--- config.mk ---
export PLATFORM = sky130hd
export DESIGN_NAME = sequential_divider
export DESIGN_NICKNAME = d
export VERILOG_FILES = /design/src/rtl/sequential_divider.sv
export SDC_FILE = /design/constraint.sdc
export NUM_CORES = 1
export LEC_CHECK = 0
export ABC_AREA = 1
export CAP_MARGIN = 10
export CORE_MARGIN = 3
export CORE_UTILIZATION = 50
export DETAILED_ROUTE_END_ITERATION = 12
export PLACE_DENSITY = 0.76
export SLEW_MARGIN = 5
export SYNTH_ARGS = -nofsm -noshare
export SYNTH_HDL_FRONTEND = slang
export SYNTH_SLANG_ARGS = --single-unit
--- constraint.sdc ---
create_clock -name clock -period 6 [get_ports clock]
set_input_delay 1.2 -clock clock [delete_from_list [all_inputs] [get_ports clock]]
set_output_delay 1.2 -clock clock [all_outputs]
set_load 0.03 [all_outputs]
--- src/rtl/sequential_divider.sv ---
// Iterative restoring divider: 2*WIDTH-bit dividend / WIDTH-bit divisor, one quotient bit per clock.
// Shares the start / end-pulse handshake of the sequential multiplier; a zero divisor is flagged, not iterated.
module sequential_divider #(
  parameter int WIDTH = 32,
  parameter int CNT_W = 7
) (
  input  logic                 clock,
  input  logic                 reset,
  input  logic                 start,
  input  logic [2*WIDTH-1:0]   dividend,
  input  logic [WIDTH-1:0]     divisor,
  output logic                 busy,
  output logic                 end_div,
  output logic [2*WIDTH-1:0]   quotient,
  output logic [WIDTH-1:0]     remainder,
  output logic                 div_by_zero
);

  typedef enum logic [1:0] {IDLE, CALC, DONE} state_t;

  state_t             state_q, state_d;
  logic [CNT_W-1:0]   count_q, count_d;
  logic [2*WIDTH-1:0] q_work_q, q_work_d;
  logic [WIDTH:0]     r_work_q, r_work_d;
  logic [WIDTH-1:0]   d_reg_q, d_reg_d;
  logic               zero_q, zero_d;
  logic               busy_q, busy_d;
  logic               end_div_q, end_div_d;
  logic [2*WIDTH-1:0] quotient_q, quotient_d;
  logic [WIDTH-1:0]   remainder_q, remainder_d;
  logic               div_by_zero_q, div_by_zero_d;

  logic [WIDTH:0]     trial;
  logic [WIDTH:0]     diff;
  logic               fits;

  always_comb begin
    state_d       = state_q;
    count_d       = count_q;
    q_work_d      = q_work_q;
    r_work_d      = r_work_q;
    d_reg_d       = d_reg_q;
    zero_d        = zero_q;
    end_div_d     = 1'b0;
    quotient_d    = quotient_q;
    remainder_d   = remainder_q;
    div_by_zero_d = div_by_zero_q;

    // Partial remainder shifted left with the next dividend bit brought in
    trial = {r_work_q[WIDTH-1:0], q_work_q[2*WIDTH-1]};
    diff  = trial - {1'b0, d_reg_q};
    fits  = (trial >= {1'b0, d_reg_q});

    case (state_q)
      IDLE: begin
        if (start) begin
          q_work_d = dividend;
          d_reg_d  = divisor;
          r_work_d = '0;
          if (divisor != '0) begin
            zero_d  = 1'b0;
            count_d = CNT_W'(2 * WIDTH);
            state_d = CALC;
          end else begin
            zero_d  = 1'b1;
            count_d = '0;
            state_d = DONE;
          end
        end
      end
      CALC: begin
        q_work_d = {q_work_q[2*WIDTH-2:0], fits};
        r_work_d = fits ? diff : trial;
        count_d  = count_q - CNT_W'(1);
        if (count_q == CNT_W'(1)) begin
          state_d = DONE;
        end
      end
      DONE: begin
        end_div_d = 1'b1;
        state_d   = IDLE;
        // The low dividend half still sits in q_work when the divisor was zero
        if (zero_q) begin
          quotient_d    = '1;
          remainder_d   = q_work_q[WIDTH-1:0];
          div_by_zero_d = 1'b1;
        end else begin
          quotient_d    = q_work_q;
          remainder_d   = r_work_q[WIDTH-1:0];
          div_by_zero_d = 1'b0;
        end
      end
      default: state_d = IDLE;
    endcase

    busy_d = (state_d != IDLE);
  end

  always_ff @(posedge clock) begin
    if (reset) begin
      state_q       <= IDLE;
      count_q       <= '0;
      q_work_q      <= '0;
      r_work_q      <= '0;
      d_reg_q       <= '0;
      zero_q        <= 1'b0;
      busy_q        <= 1'b0;
      end_div_q     <= 1'b0;
      quotient_q    <= '0;
      remainder_q   <= '0;
      div_by_zero_q <= 1'b0;
    end else begin
      state_q       <= state_d;
      count_q       <= count_d;
      q_work_q      <= q_work_d;
      r_work_q      <= r_work_d;
      d_reg_q       <= d_reg_d;
      zero_q        <= zero_d;
      busy_q        <= busy_d;
      end_div_q     <= end_div_d;
      quotient_q    <= quotient_d;
      remainder_q   <= remainder_d;
      div_by_zero_q <= div_by_zero_d;
    end
  end

  assign busy        = busy_q;
  assign end_div     = end_div_q;
  assign quotient    = quotient_q;
  assign remainder   = remainder_q;
  assign div_by_zero = div_by_zero_q;

endmodule

==> impl_metrics.env <==
export IMPL_skew_ps=21.2
export IMPL_final_max_slew_viol_count=0
export IMPL_whs_ps=456
export IMPL_die_x_um=161
export IMPL_layout_common_cells="nand2_1, dfxtp_1, a21oi_1, clkdlybuf4s50_1, inv_1"
export IMPL_track_usage_pct=26.7
export IMPL_antenna_found_initial=0
export IMPL_min_period_ps=3150
export IMPL_cp_start_kind="input port"
export IMPL_ys_seq_area_share_pct=39.5
export IMPL_wl_mm=35.8
export IMPL_max_freq_mhz=318
export IMPL_first_global_vias=11400
export IMPL_slew_headroom_pct=28.7
export IMPL_synth_simple_area_share_pct=27.8
export IMPL_std_cell_rows=56
export IMPL_worstPathArrival_ps=3640
export IMPL_cp_end_kind="flop"
export IMPL_ir_drop_mv=0.231
export IMPL_synth_xor_area_share_pct=1.09
export IMPL_ios=198
export IMPL_worstSetupPathType="in2reg"
export IMPL_ctsResizeCount=0
export IMPL_port_buffers=197
export IMPL_clkTransAtPathRegs_ps=60
export IMPL_vias_per_cell=5.36
export IMPL_cts_setup_buffers=0
export IMPL_r2r_start="r_work_q[16]$_SDFFE_PP0P_"
export IMPL_drive_gt1_share_pct=4.53
export IMPL_synth_top_family_by_area="simple AND/OR/NAND/NOR gates"
export IMPL_grt_pass1_wl_mm=57.9
export IMPL_whs_path_depth=2
export IMPL_max_stage_delay_ps=550
export IMPL_p_total_w=0.00536
export IMPL_hp_class="reg2reg"
export IMPL_ys_types=36
export IMPL_crit_required_ps=6490
export IMPL_die_height_um=161
export IMPL_setup_worst_path_start="start"
export IMPL_syn_area_per_cell_um2=6.62
export IMPL_via_count=12200
export IMPL_dieArea_mm2=0.0259
export IMPL_path_cells="clkdlybuf4s50_1, nand3_2, buf_4, inv_2, nor2_4, buf_4, a22oi_1, nand2_1, nand2_1, inv_1"
export IMPL_cts_sinks=237
export IMPL_cts_tree="built"
export IMPL_synth_fa_ha_area_share_pct=3.71
export IMPL_fillCellCount=2187
export IMPL_first_pass_iters=6
export IMPL_status="finished clean"
export IMPL_r2r_cells=11
export IMPL_finalSetupViolCount=0
export IMPL_areaGrowthSynthToFinish_pct=25.3
export IMPL_antenna_cells=0
export IMPL_synth_edff_count=0
export IMPL_ys_warn_count=0
export IMPL_grt_overflow=0
export IMPL_final_hold_violation_count=0
export IMPL_rsz0062_at_grt="no"
export IMPL_clock_latency_ps=550
export IMPL_syn_num_nets=1947
export IMPL_initial_utilization_pct=51.0
export IMPL_clockRootBuffer="clkbuf_16"
export IMPL_initialDrtViolationCount=1199
export IMPL_final_common_cell="nand2_1"
export IMPL_ctsHoldBuffers=0
export IMPL_cts_buffers=26
export IMPL_p_per_area_mw_per_mm2=356
export IMPL_period_share_pct=52.4
export IMPL_worstPathMaxFanout=68
export IMPL_regArea_mm2=0.00475
export IMPL_multi_input_area_mm2=0.00616
export IMPL_tns_ps=0
export IMPL_synth_mux_area_share_pct=0
export IMPL_ctsHtreeMaxLevel=1
export IMPL_syn_inst=1813
export IMPL_synthArstFlopShare_pct=0
export IMPL_drcViolationCount=0
export IMPL_cts_buffer_depth=3
export IMPL_synth_flop_cell="dfxtp_1"
export IMPL_gp_congestion=0.992
export IMPL_drtAntennaViolNets=0
export IMPL_synth_compound_area_share_pct=18.6
export IMPL_worst_pin_slew_ps=1070
export IMPL_synth_area_mm2=0.0120
export IMPL_hp_start="d_reg_q[16]$_SDFFE_PP0P_"
export IMPL_max_cap_violations=0
export IMPL_place_hpwl_mm=25.3
export IMPL_grt_max_degree=99
export IMPL_wl_per_cell_um=15.7
export IMPL_nets=2080
export IMPL_critical_path_slowest_cell="buf_4"
export IMPL_synth_seq_cells=237
export IMPL_p_leak_nw=6.31
export IMPL_coreArea_mm2=0.0235
[registers in the layout (all words and copies together) (netlist names)]
register	cells
q_work_q	64
quotient	64
d_reg_q	32
r_work_q	32
remainder	32
count_q	7
state_q	2
busy	1
div_by_zero	1
end_div	1
zero_q	1
[critical path, delay by kind of cell]
| kind | cells | cell delay, ps |
|---|---|---|
| buffers and inverters | 5 | 1630 |
| AND/OR/NAND/NOR | 4 | 630 |
| AO/OA/AOI/OAI | 1 | 140 |
[where the power goes]
group / internal, W / leakage [nW] / switching, W
Clock: 0.00113 / 0.480 / 0.000660
Sequential: 0.00168 / 1.93 / 0.000110
Combinational: 0.000616 / 3.90 / 0.00116
Total: 0.00343 / 6.31 / 0.00193
[cells by family after synthesis]
| logic type | after synthesis |
|---|---|
| xor gates and xnor gates | 15 |
| adders and majority gates | 35 |
| AOI/OAI and AO/OA | 420 |
| DFF | 237 |
| and+or+nand+nor | 813 |
| buffers and inverters | 293 |
[per-stage QoR]
| stage | setup slack, ps | utilization [%] | cell area, µm² | instances |
|---|---|---|---|---|
| after CTS | 2850 | 63.9 | 15100 | 2285 |
| after floorplan | 3760 | - | 12000 | 1813 |
| after global placement | 2350 | 59.8 | 14100 | 2237 |
| final | 2850 | 63.9 | 15100 | 2285 |
| after detailed placement | 2300 | 59.8 | 14100 | 2237 |
| after global routing | 2660 | 63.9 | 15100 | 2285 |
[Yosys cell counts, types with 4 or more instances]
cell / count / area, µm²
o21ai_0: 135 / 676
ha_1: 34 / 425
nor2_2: 8 / 50.1
a21oi_1: 211 / 1060
a31oi_1: 54 / 338
nand3_1: 60 / 300
xnor2_1: 14 / 123
nor4_1: 8 / 50.1
dfxtp_1: 237 / 4740
inv_2: 6 / 22.5
clkbuf_1: 82 / 308
nand3b_1: 23 / 173
a22oi_1: 5 / 37.5
nor2_1: 54 / 203
nand4_1: 8 / 50.1
a21oi_2: 6 / 52.6
inv_1: 184 / 691
buf_1: 8 / 30.0
nand2_1: 631 / 2370
buf_2: 12 / 60.1
and2_1: 9 / 56.3
nor3_1: 4 / 20.0
[routing by layer]
metal / part of all wire (%) / track usage (%)
met4: 2.6 / 7.08
met2: 45 / 43.7
met5: 0 / 0
met3: 6.1 / 3.03
met1: 46 / 37.8
[worst paths after layout]
path | slack, ps | endpoint
worst max-delay path | 2850 | q_work_q[7]$_SDFFE_PP0P_
worst min-delay path | 460 | d_reg_q[16]$_SDFFE_PP0P_
worst max register to register | 3070 | r_work_q[29]$_SDFFE_PP0P_
worst min register to register | 460 | d_reg_q[16]$_SDFFE_PP0P_
[final cells by class]
class / instances / share of cell area, %
flip-flops and latches: 237 / 31.5
inverters: 190 / 4.74
clock buffers: 36 / 4.97
multi-input cells: 1283 / 41.0
clock inverters: 12 / 1.52
well taps: 319 / 2.65
repair buffers: 208 / 13.6
Note: power is estimated with default switching activity, not from simulation.
